==> src/rtl/cic_pkg.sv <==
// rtl/cic_pkg.sv - shared state encoding and drop-counter helpers for the CIC decimator controller
package cic_pkg;

  typedef enum logic [1:0] {
    ST_IDLE   = 2'd0,
    ST_FLUSH  = 2'd1,
    ST_WARMUP = 2'd2,
    ST_RUN    = 2'd3
  } cic_state_e;

  localparam int DROP_W = 16;

  function automatic logic [DROP_W-1:0] sat_inc(input logic [DROP_W-1:0] v);
    return (&v) ? v : v + 1'b1;
  endfunction

endpackage

==> src/rtl/cic_rate_counter.sv <==
// rtl/cic_rate_counter.sv - counts accepted samples modulo the active rate and emits a registered comb strobe
// reset is active-low and asynchronous; clear drops both the count and any pending strobe.
module cic_rate_counter #(
  parameter int RATE_W = 16
) (
  input  logic              clock,
  input  logic              reset,
  input  logic              clear,
  input  logic              i_valid,
  input  logic [RATE_W-1:0] rate,
  output logic              o_strobe
);

  logic [RATE_W-1:0] cnt_q, cnt_d;
  logic              strobe_q, strobe_d;

  always_comb begin
    cnt_d    = cnt_q;
    strobe_d = 1'b0;
    if (clear) begin
      cnt_d = '0;
    end else if (i_valid) begin
      if (cnt_q >= rate - 1'b1) begin
        cnt_d    = '0;
        strobe_d = 1'b1;
      end else begin
        cnt_d = cnt_q + 1'b1;
      end
    end
  end

  always_ff @(posedge clock or negedge reset) begin
    if (!reset) begin
      cnt_q    <= '0;
      strobe_q <= 1'b0;
    end else begin
      cnt_q    <= cnt_d;
      strobe_q <= strobe_d;
    end
  end

  assign o_strobe = strobe_q;

endmodule

==> src/rtl/cic_decim_ctrl.sv <==
// rtl/cic_decim_ctrl.sv - sequences flush, warm-up and run phases of a CIC decimator datapath
module cic_decim_ctrl
  import cic_pkg::*;
#(
  parameter int RATE_W       = 16,
  parameter int STAGES       = 4,
  parameter int DELAY        = 2,
  parameter int FLUSH_CYCLES = 4
) (
  input  logic              i_clock,
  input  logic              i_reset_n,
  input  logic              i_enable,
  input  logic [RATE_W-1:0] i_rate,
  input  logic              i_rate_load,
  input  logic              i_valid,
  output logic              o_clear,
  output logic              o_integ_valid,
  output logic              o_comb_valid,
  output logic              o_out_valid,
  output logic [1:0]        o_state,
  output logic [DROP_W-1:0] o_drop_count
);

  localparam int WARM_N = STAGES * DELAY;
  localparam int FL_W   = (FLUSH_CYCLES > 1) ? $clog2(FLUSH_CYCLES) : 1;
  localparam int WM_W   = (WARM_N > 1) ? $clog2(WARM_N) : 1;

  cic_state_e        state_q, state_d;
  logic [FL_W-1:0]   flush_q, flush_d;
  logic [WM_W-1:0]   warm_q, warm_d;
  logic [RATE_W-1:0] rate_q, rate_d;
  logic [DROP_W-1:0] drop_q, drop_d;
  logic              accept;
  logic              ctr_clear;
  logic              comb_strobe;

  assign accept = i_valid && (state_q == ST_WARMUP || state_q == ST_RUN);

  always_comb begin
    state_d = state_q;
    flush_d = '0;
    warm_d  = '0;
    rate_d  = rate_q;
    drop_d  = drop_q;
    if (i_rate_load) rate_d = (i_rate == '0) ? RATE_W'(1) : i_rate;
    if (state_q == ST_FLUSH && i_valid) drop_d = sat_inc(drop_q);
    case (state_q)
      ST_IDLE: state_d = ST_FLUSH;
      ST_FLUSH: begin
        if (flush_q == FL_W'(FLUSH_CYCLES - 1)) state_d = ST_WARMUP;
        else flush_d = flush_q + 1'b1;
      end
      ST_WARMUP: begin
        if (i_rate_load) begin
          state_d = ST_FLUSH;
        end else begin
          // Strobes seen here only settle the comb pipeline; none reach o_out_valid.
          warm_d = warm_q + WM_W'(comb_strobe);
          if (comb_strobe && warm_q == WM_W'(WARM_N - 1)) state_d = ST_RUN;
        end
      end
      ST_RUN: if (i_rate_load) state_d = ST_FLUSH;
      default: state_d = ST_IDLE;
    endcase
    if (!i_enable) state_d = ST_IDLE;
  end

  always_ff @(posedge i_clock or negedge i_reset_n) begin
    if (!i_reset_n) begin
      state_q <= ST_IDLE;
      flush_q <= '0;
      warm_q  <= '0;
      rate_q  <= RATE_W'(1);
      drop_q  <= '0;
    end else begin
      state_q <= state_d;
      flush_q <= flush_d;
      warm_q  <= warm_d;
      rate_q  <= rate_d;
      drop_q  <= drop_d;
    end
  end

  // Clearing on the next state kills a strobe that would land as FLUSH/IDLE begins.
  assign ctr_clear = (state_d == ST_IDLE) || (state_d == ST_FLUSH);

  cic_rate_counter #(.RATE_W(RATE_W)) u_rate_counter (
    .clock    (i_clock),
    .reset    (i_reset_n),
    .clear    (ctr_clear),
    .i_valid  (accept),
    .rate     (rate_q),
    .o_strobe (comb_strobe)
  );

  assign o_clear       = (state_q == ST_FLUSH);
  assign o_integ_valid = accept;
  assign o_comb_valid  = comb_strobe;
  assign o_out_valid   = comb_strobe && (state_q == ST_RUN);
  assign o_state       = state_q;
  assign o_drop_count  = drop_q;

endmodule

==> config.mk <==
export PLATFORM = sky130hd
export DESIGN_NAME = cic_decim_ctrl
export DESIGN_NICKNAME = d
export VERILOG_FILES = /design/src/rtl/cic_pkg.sv /design/src/rtl/cic_rate_counter.sv /design/src/rtl/cic_decim_ctrl.sv
export SDC_FILE = /design/constraint.sdc
export NUM_CORES = 1
export LEC_CHECK = 0
export ABC_AREA = 0
export CORE_AREA = 2 2 76 78
export DETAILED_ROUTE_END_ITERATION = 8
export DIE_AREA = 0 0 78 80
export DONT_BUFFER_PORTS = 1
export GPL_ROUTABILITY_DRIVEN = 0
export PLACE_DENSITY_LB_ADDON = 0.15
export SYNTH_ARGS = -nofsm -noshare
export SYNTH_HDL_FRONTEND = slang
export SYNTH_SLANG_ARGS = --single-unit
==> constraint.sdc <==
create_clock -name i_clock -period 4.3 [get_ports i_clock]
set_input_delay 0.43 -clock i_clock [delete_from_list [all_inputs] [get_ports i_clock]]
set_output_delay 0.43 -clock i_clock [all_outputs]
set_load 0.05 [all_outputs]
Word level (Yosys, flattened, before mapping)
Index checks and enable logic that the tools add are counted.
{"block": "totals", "ramBits": 0, "input_bits": 21, "word_cells": 49, "latch_bits": 0, "out_inout_bits": 22, "memories": 0, "regBits": 56, "romBits": 0}
{"block": "classes", "shift": 0, "n_mux": 17, "div_mod_pow": 0, "reduce_logical": 12, "magnitude_cmp": 1, "n_eq_ne": 6, "n_mul": 0, "bitwise": 1, "n_addsub": 5}
{"operator": "$mux 16", "count": 4}
{"operator": "$add 16x1->16 const B", "count": 2}
{"operator": "$ge 16x16->1", "count": 1}
{"operator": "$logic_not 16->1", "count": 1}
{"operator": "$reduce_and 16->1", "count": 1}
{"operator": "$sub 16x1->16 const B", "count": 1}
{"operator": "$mux 2", "count": 7}
{"operator": "$pmux 2 s4", "count": 1}
{"operator": "$eq 2x2->1 const B", "count": 3}
{"operator": "$mux 3", "count": 2}
{"operator": "$eq 2x1->1 const B", "count": 2}
{"operator": "$logic_and 1x1->1", "count": 4}
{"operator": "$logic_not 2->1", "count": 2}
{"operator": "$add 3x1->3", "count": 1}
{"operator": "$eq 3x3->1 const B", "count": 1}
{"operator": "$mux 1", "count": 3}
{"operator": "$add 2x1->2 const B", "count": 1}
{"operator": "$logic_or 1x1->1", "count": 2}
{"operator": "$reduce_and 2->1", "count": 1}
{"operator": "$reduce_bool 2->1", "count": 1}
{"operator": "$not 1->1", "count": 1}

Depth between registers and ports, before layout
Gate-level depths: netlist (run 1).
{"block": "depth", "depth_word": 9, "depth_mapped": 14, "depth_no_buf": 13}

Hierarchy
From an unflattened synthesis (run 1), not the netlist that was laid out.
{"block": "unflattened", "hier_cells": 324, "area_unflattened_um2": 3370.7}
{"mod": "cic_decim_ctrl", "seq_area_each_um2": 977.2, "cells_each": 140, "area_per_inst_um2": 1746.7, "instances": 1}
{"mod": "cic_rate_counter", "seq_area_each_um2": 425.4, "cells_each": 184, "area_per_inst_um2": 1624.1, "instances": 1}

Worst setup path before layout (run 1)
Ideal clock, no wire load.
{"block": "synth_path", "path_type": "reg-to-reg", "startpoint": "register rate_q[5]", "endpoint": "register u_rate_counter.cnt_q[10]", "synth_period_minus_slack_ns": 3.282, "path_slack_ns": 1.018, "setup_ns": 0.138, "stages_incl_launch_ff": 14, "arrival_ns": 3.144, "n_path_buf": 0, "t_required_ns": 4.162, "cell_sequence": "dfrtp_1 > or4_4 > nor2_4 > nand2_2 > or3_4 > nor3_2 > xnor2_1 > ha_1 > nand4_1 > nor4_1 > o21ai_1 > and3_1 > a21boi_1 > nor2_1"}
{"block": "synth_via", "elab_chain_len": 5}
{"item": "from (decl)", "line_no": "cic_decim_ctrl.sv:31", "text": "logic [RATE_W-1:0] rate_q, rate_d;"}
{"item": "from (signal assigned)", "line_no": "cic_decim_ctrl.sv:79", "text": "rate_q <= rate_d;"}
{"item": "$sub 16x1->16", "line_no": "cic_rate_counter.sv:23", "text": "if (cnt_q >= rate - 1'b1) begin"}
{"item": "$ge 16x16->1", "line_no": "cic_rate_counter.sv:23"}
{"item": "$mux 16", "line_no": "cic_rate_counter.sv:23"}
{"item": "$mux 16", "line_no": "cic_rate_counter.sv:22", "text": "end else if (i_valid) begin"}
{"item": "$mux 16", "line_no": "cic_rate_counter.sv:20", "text": "if (clear) begin"}
{"item": "to (signal assigned)", "line_no": "cic_rate_counter.sv:37", "text": "cnt_q <= cnt_d;"}
{"item": "to (decl)", "line_no": "cic_rate_counter.sv:14", "text": "logic [RATE_W-1:0] cnt_q, cnt_d;"}
No other way between the ends. The select of a mux whose other input is x is not followed.
A chain may end at the register's enable or synchronous reset.

Final worst setup path (run 1)
{"block": "layout_path", "startpoint": "register rate_q[5]", "endpoint": "register u_rate_counter.cnt_q[15]"}
Same word-level chain as after synthesis.

==> impl_metrics.env, run 1 <==
export IMPL_status="finished clean"
export IMPL_drt_pre_antenna_iters=4
export IMPL_fin_area_mm2=0.00334
export IMPL_fin_crit_sh=0.870
export IMPL_boundaryPins=43
export IMPL_cts_resized=0
export IMPL_synth_seq_area_share=0.448
export IMPL_critPathCaptureType="register"
export IMPL_synthTopCellsByArea="dfrtp_1, ha_1, xnor2_1, mux2_2, nor2_1"
export IMPL_grt_max_degree=57
export IMPL_whs_ns=0.181
export IMPL_synth_top_area_cell="dfrtp_1"
export IMPL_hold_path_endpoint="rate_q[0]"
export IMPL_ys_warnings_count=0
export IMPL_wl_per_cell_um=15.0
export IMPL_synth_most_common_cell="dfrtp_1"
export IMPL_skew_ns=0.00812
export IMPL_max_slew_margin_rel=0.461
export IMPL_initial_core_util=0.579
export IMPL_worst_slew_pin_slew_ns=0.803
export IMPL_hold_start="i_rate_load"
export IMPL_min_path_type="in -> reg"
export IMPL_power_switching_mw=0.390
export IMPL_reg2reg_to="u_rate_counter.cnt_q[15]"
export IMPL_netlist_instances=309
export IMPL_slew_violations=0
export IMPL_fin_nets=358
export IMPL_cts_root_buf="clkbuf_8"
export IMPL_ant_nets=0
export IMPL_synth_enable_flop_cells=0
export IMPL_peakVddDrop_v=0.000491
export IMPL_setup_viol=0
export IMPL_routed_wl_um=5820
export IMPL_finalHoldViolCount=0
export IMPL_clockBufferDepth=2
export IMPL_max_freq_mhz=267
export IMPL_dieArea_mm2=0.00624
export IMPL_die_w_um=78
export IMPL_ys_flop_type="dfrtp_1"
export IMPL_core_area_mm2=0.00541
export IMPL_whs_path_depth=1
export IMPL_drtIter0Drc=117
export IMPL_clkPwrFrac=0.250
export IMPL_cts_sinks=56
export IMPL_placed_area_mm2=0.00321
export IMPL_power_internal_mw=0.757
export IMPL_grt_pass1_vias=2209
export IMPL_rows=27
export IMPL_grt_pass1_wl_um=10000
export IMPL_synth_fp_nets=352
export IMPL_setup_tns_ns=0
export IMPL_avgSynthCellArea_um2=10.1
export IMPL_power_leakage_nw=1.39
export IMPL_total_power_mw=1.15
export IMPL_die_h_um=80
export IMPL_synthToLayoutAreaGrowth_pct=6.63
export IMPL_clk_latency_ns=0.31
export IMPL_dpl_hpwl_um=4460
export IMPL_power_frac_comb=0.122
export IMPL_cp_arrival_ns=3.96
export IMPL_vias=2210
export IMPL_ys_async_sr_fraction=1.00
export IMPL_seq_power_share=0.628
export IMPL_rsz0062_at_grt="no"
export IMPL_path_clk_slew_ns=0.10
export IMPL_worstReg2RegStart="rate_q[5]"
export IMPL_antennaDiodeCount=0
export IMPL_postCtsSetupBuffers=0
export IMPL_syn_area_mm2=0.00313
export IMPL_port_buffers=0
export IMPL_grtUsageTotal=0.204
export IMPL_fin_util=0.618
export IMPL_cts_buffers=5
export IMPL_drive_gt1_frac=0.0981
export IMPL_p_per_area_mw_per_mm2=344
export IMPL_ys_top_cells_by_count="dfrtp_1, nor2_1, xnor2_1"
export IMPL_antenna_found_initial=0
export IMPL_htree_num_levels=2
export IMPL_cts_tree="done"
export IMPL_final_cells=388
export IMPL_r2r_slack_ns=0.56
export IMPL_viasPerCell=5.70
export IMPL_post_place_cells=378
export IMPL_fin_crit_ns=3.74
export IMPL_cap_viol_max_count=0
export IMPL_synth_cell_types=47
export IMPL_drc=0
export IMPL_place_ws_ns=0.517
export IMPL_synth_seq_cells=56
export IMPL_power_switching_share=0.340
export IMPL_ff2ff_path_depth=13
export IMPL_cp_max_fo=13
export IMPL_grt_ovfl_total=0
export IMPL_criticalPathCategory="reg -> reg"
export IMPL_synth_top_area_share=0.439
export IMPL_critPathLaunchType="register"
export IMPL_finalWorstSetupSlack_ns=0.558
export IMPL_required_ns=4.52
[kinds of logic (layout without fill, tap and decap cells)]
| family | count (synthesis) | after routing | synth area share |
|---|---|---|---|
| flops | 56 | 56 | 0.448 |
| xor+xnor | 36 | 36 | 0.101 |
| mux | 17 | 17 | 0.0607 |
| buf+inv | 14 | 21 | 0.0172 |
| simple gates | 134 | 134 | 0.226 |
| compound gates | 30 | 30 | 0.0599 |
| fa+ha+maj | 22 | 22 | 0.0879 |
[layout make-up]
| type | count | area, um^2 |
|---|---|---|
| clock buffers | 6 | 72.6 |
| multi-input cells | 239 | 1680 |
| inverters | 10 | 37.5 |
| fillers | 464 | 2070 |
| flip-flops and latches | 56 | 1400 |
| repair buffers | 3 | 45.0 |
| clock inverters | 2 | 16.3 |
| well taps | 72 | 90.1 |
[routing by layer]
metal | vias to the layer above | share of wire | GRT usage
li1 | 1099 | - | -
met1 | 1062 | 0.48 | 0.284
met2 | 41 | 0.47 | 0.324
met3 | 8 | 0.037 | 0.0373
met4 | 0 | 0.014 | 0.0684
met5 | - | 0 | 0
[power by group through the flow]
stage,registers (mW),clock network [mW],logic [mW]
floorplan,0.718,0,0.109
global placement,0.731,0,0.124
detailed placement,0.733,0,0.126
CTS,0.722,0.299,0.142
global route,0.731,0.314,0.158
finish,0.721,0.287,0.140
[worst max-delay path, cell delays in order, from the launching register on]
cell and delay (ns):
dfrtp_1 0.42, or4_4 0.57, nor2_4 0.12, nand2_2 0.08, or3_4 0.39, nor3_2 0.13
xnor2_1 0.14, ha_1 0.28, nand4_1 0.17, nor2_1 0.07, a221oi_1 0.29, nand4b_1 0.43
or3_1 0.48, o221ai_1 0.07
[placed cells by master (no fill, tap or decap), drive strengths merged, types with 2 or more instances in the layout]
| cell type | count |
|---|---|
| ha | 22 |
| and2 | 7 |
| mux2 | 16 |
| nor3b | 5 |
| nand2 | 23 |
| nor3 | 14 |
| and3 | 7 |
| nor2b | 4 |
| nor2 | 34 |
| xnor2 | 25 |
| dfrtp | 55 |
| o21ai | 8 |
| clkbuf | 6 |
| buf | 2 |
| nor4 | 5 |
| nand2b | 5 |
| or3 | 4 |
| nand3 | 12 |
| a21oi | 9 |
| inv | 10 |
| nand4 | 10 |
| xor2 | 11 |
| a21o | 2 |
[worst max-delay path by stage]
stage / from / end / slack (ns)
after floorplan: rate_q[5] / u_rate_counter.cnt_q[10] / 1.02
after global placement: rate_q[5] / u_rate_counter.cnt_q[15] / 0.66
after detailed placement: rate_q[5] / u_rate_counter.cnt_q[15] / 0.52
after CTS: rate_q[5] / u_rate_counter.cnt_q[15] / 0.52
after global routing: rate_q[4] / u_rate_counter.cnt_q[15] / 0.33
final: rate_q[5] / u_rate_counter.cnt_q[15] / 0.56
[state kept, by name, summed over array words and instances (netlist names)]
register                 count
flush_q                      2
rate_q                      16
o_drop_count                16
o_state                      2
warm_q                       3
u_rate_counter.cnt_q        16
u_rate_counter.o_strobe      1
[timing repair]
action / CTS / global route
setup endpoints to repair: 0 / 0
hold buffers: 2 / 0
hold endpoints to repair: 56 / 0
Note: power is estimated with default switching activity, not from simulation.
==> run 2: changes to the inputs <==
CORE_AREA = 2 2 79 81   (was 2 2 76 78)
DIE_AREA = 0 0 81 83   (was 0 0 78 80)
DONT_BUFFER_PORTS = not set   (was 1)
GPL_TIMING_DRIVEN = 0   (was not set)
==> run 2 against run 1 <==
Effect of this change:
- register-to-register slack improved by 0.05 ns
- fmax increased by 1.2%
- via count increased by 7.6%
- setup slack improved by 0.046 ns
- power increased by 16%
- die area increased by 7.7%
- sequential power decreased by 13%
- wire length increased by 3.9%
- largest cell class unchanged
- sequential cell count unchanged
- count of clock-buffer cells in the layout decreased by 1
- highest routed layer unchanged
- clock skew decreased by 0.0036 ns
- global-route usage decreased by 0.35 points
==> impl_metrics.env, run 2 (synthesis gave the netlist of run 1 again) <==
export IMPL_final_cells=434
export IMPL_core_area_mm2=0.00582
export IMPL_cts_root_buf="clkbuf_8"
export IMPL_htree_num_levels=2
export IMPL_routed_wl_um=6050
export IMPL_antenna_found_initial=0
export IMPL_grt_max_degree=30
export IMPL_drtIter0Drc=95
export IMPL_cap_viol_max_count=0
export IMPL_port_buffers=42
export IMPL_p_per_area_mw_per_mm2=352
export IMPL_required_ns=4.47
export IMPL_final_common_cell="dfrtp_1"
export IMPL_fin_nets=402
export IMPL_dieArea_mm2=0.00672
export IMPL_antennaDiodeCount=0
export IMPL_cts_buffers=5
export IMPL_cp_max_fo=8
export IMPL_criticalPathCategory="reg -> reg"
export IMPL_viasPerCell=5.48
export IMPL_rows=28
export IMPL_max_slew_margin_rel=0.555
export IMPL_boundaryPins=43
export IMPL_peakVddDrop_v=0.000391
export IMPL_path_clk_slew_ns=0.09
export IMPL_total_power_mw=1.33
export IMPL_setup_tns_ns=0
export IMPL_cts_sinks=56
export IMPL_worst_slew_pin_slew_ns=0.664
export IMPL_postCtsSetupBuffers=0
export IMPL_vias=2377
export IMPL_clockBufferDepth=2
export IMPL_fin_crit_sh=0.860
export IMPL_dpl_hpwl_um=4790
export IMPL_synthToLayoutAreaGrowth_pct=21.0
export IMPL_grtUsageTotal=0.201
export IMPL_die_h_um=83
export IMPL_cp_arrival_ns=3.87
export IMPL_critPathCaptureType="register"
export IMPL_status="finished clean"
export IMPL_setup_viol=0
export IMPL_finalHoldViolCount=0
export IMPL_grt_pass1_wl_um=10800
export IMPL_ant_nets=0
export IMPL_cts_tree="done"
export IMPL_rsz0062_at_grt="no"
export IMPL_cts_resized=0
export IMPL_min_path_type="in -> async"
export IMPL_placed_area_mm2=0.00366
export IMPL_wl_per_cell_um=13.9
export IMPL_drc=0
export IMPL_drt_pre_antenna_iters=4
export IMPL_skew_ns=0.00454
export IMPL_clk_latency_ns=0.30
export IMPL_max_freq_mhz=271
export IMPL_cts_hold_buf=0
export IMPL_drive_gt1_frac=0.0891
export IMPL_critPathLaunchType="register"
export IMPL_initial_core_util=0.539
export IMPL_fin_area_mm2=0.00379
export IMPL_post_place_cells=427
export IMPL_slew_violations=0
export IMPL_die_w_um=81
export IMPL_grt_ovfl_total=0
export IMPL_power_leakage_nw=1.57
export IMPL_fin_crit_ns=3.70
export IMPL_final_cell_mix="dfrtp_1, clkdlybuf4s50_1, nor2_1, xnor2_1"
export IMPL_grt_pass1_vias=2381
export IMPL_whs_ns=0.137
## run 2: cell types whose count changed in the layout (fill, tap and decap cells not counted)
cell,delta
buf_1,+1
buf_12,+1
buf_16,-1
buf_2,+2
buf_4,-1
bufinv_16,+2
clkbuf_1,+1
clkdlybuf4s50_1,+41
clkinv_4,-1
clkinvlp_4,-1
dlygate4sd3_1,-1
## run 2: worst max-delay path: stages (launching register included)
cell and delay (ns):
dfrtp_1 0.42, or4_4 0.56, nor2_4 0.12, nand2_2 0.08
or3_4 0.39, nor3_2 0.13, xnor2_1 0.09, ha_1 0.32
nand4_1 0.18, nor4_1 0.31, o21ai_1 0.13, and3_1 0.23
a21boi_1 0.51, nor2_1 0.11
## run 2: layout make-up
cell class / instances / area [um^2]
Tap cell: 75 / 93.8
Fill cell: 529 / 2030
Inverter: 10 / 37.5
Clock inverter: 2 / 60.1
Clock buffer: 5 / 68.8
Buffer: 4 / 16.3
Multi-Input combinational cell: 239 / 1680
Timing Repair Buffer: 43 / 435
Sequential cell: 56 / 1400
## run 2: path summary, 6_finish.rpt
kind / startpoint / end / slack [ns] / cells after the start
setup / recovery: rate_q[5] / u_rate_counter.cnt_q[6] / 0.60 / 13
hold / removal: i_reset_n / u_rate_counter.cnt_q[12] / 0.14 / 1
setup reg to reg: rate_q[5] / u_rate_counter.cnt_q[6] / 0.60 / 13
hold reg to reg: flush_q[0] / flush_q[0] / 0.45 / 1
max in group asynchronous: i_reset_n / rate_q[0] / 3.52 / 2
min in group i_clock: flush_q[0] / flush_q[0] / 0.45 / 1
## run 2: power by group
| part | internal, mW | total [mW] | switching, mW |
|---|---|---|---|
| clock network | 0.229 | 0.393 | 0.164 |
| registers | 0.572 | 0.627 | 0.0550 |
| logic | 0.130 | 0.314 | 0.184 |
## run 2: routing by layer
metal	share of wire	global-route usage
met1	0.48	0.279
met2	0.48	0.328
met3	0.025	0.0359
met4	0.0084	0.0416
met5	0	0
## run 2: through the flow
stage | util | setup slack [ns]
after floorplan | - | 1.02
after global placement | 0.627 | 0.536
after detailed placement | 0.630 | 0.582
after CTS | 0.652 | 0.559
after global routing | 0.652 | 0.209
final | 0.652 | 0.604
==> run 3: changes to the inputs <==
HOLD_SLACK_MARGIN = 0.1   (was not set)
==> results of run 3 <==
No change in the layout: final DEF, timing and power equal those of run 2.
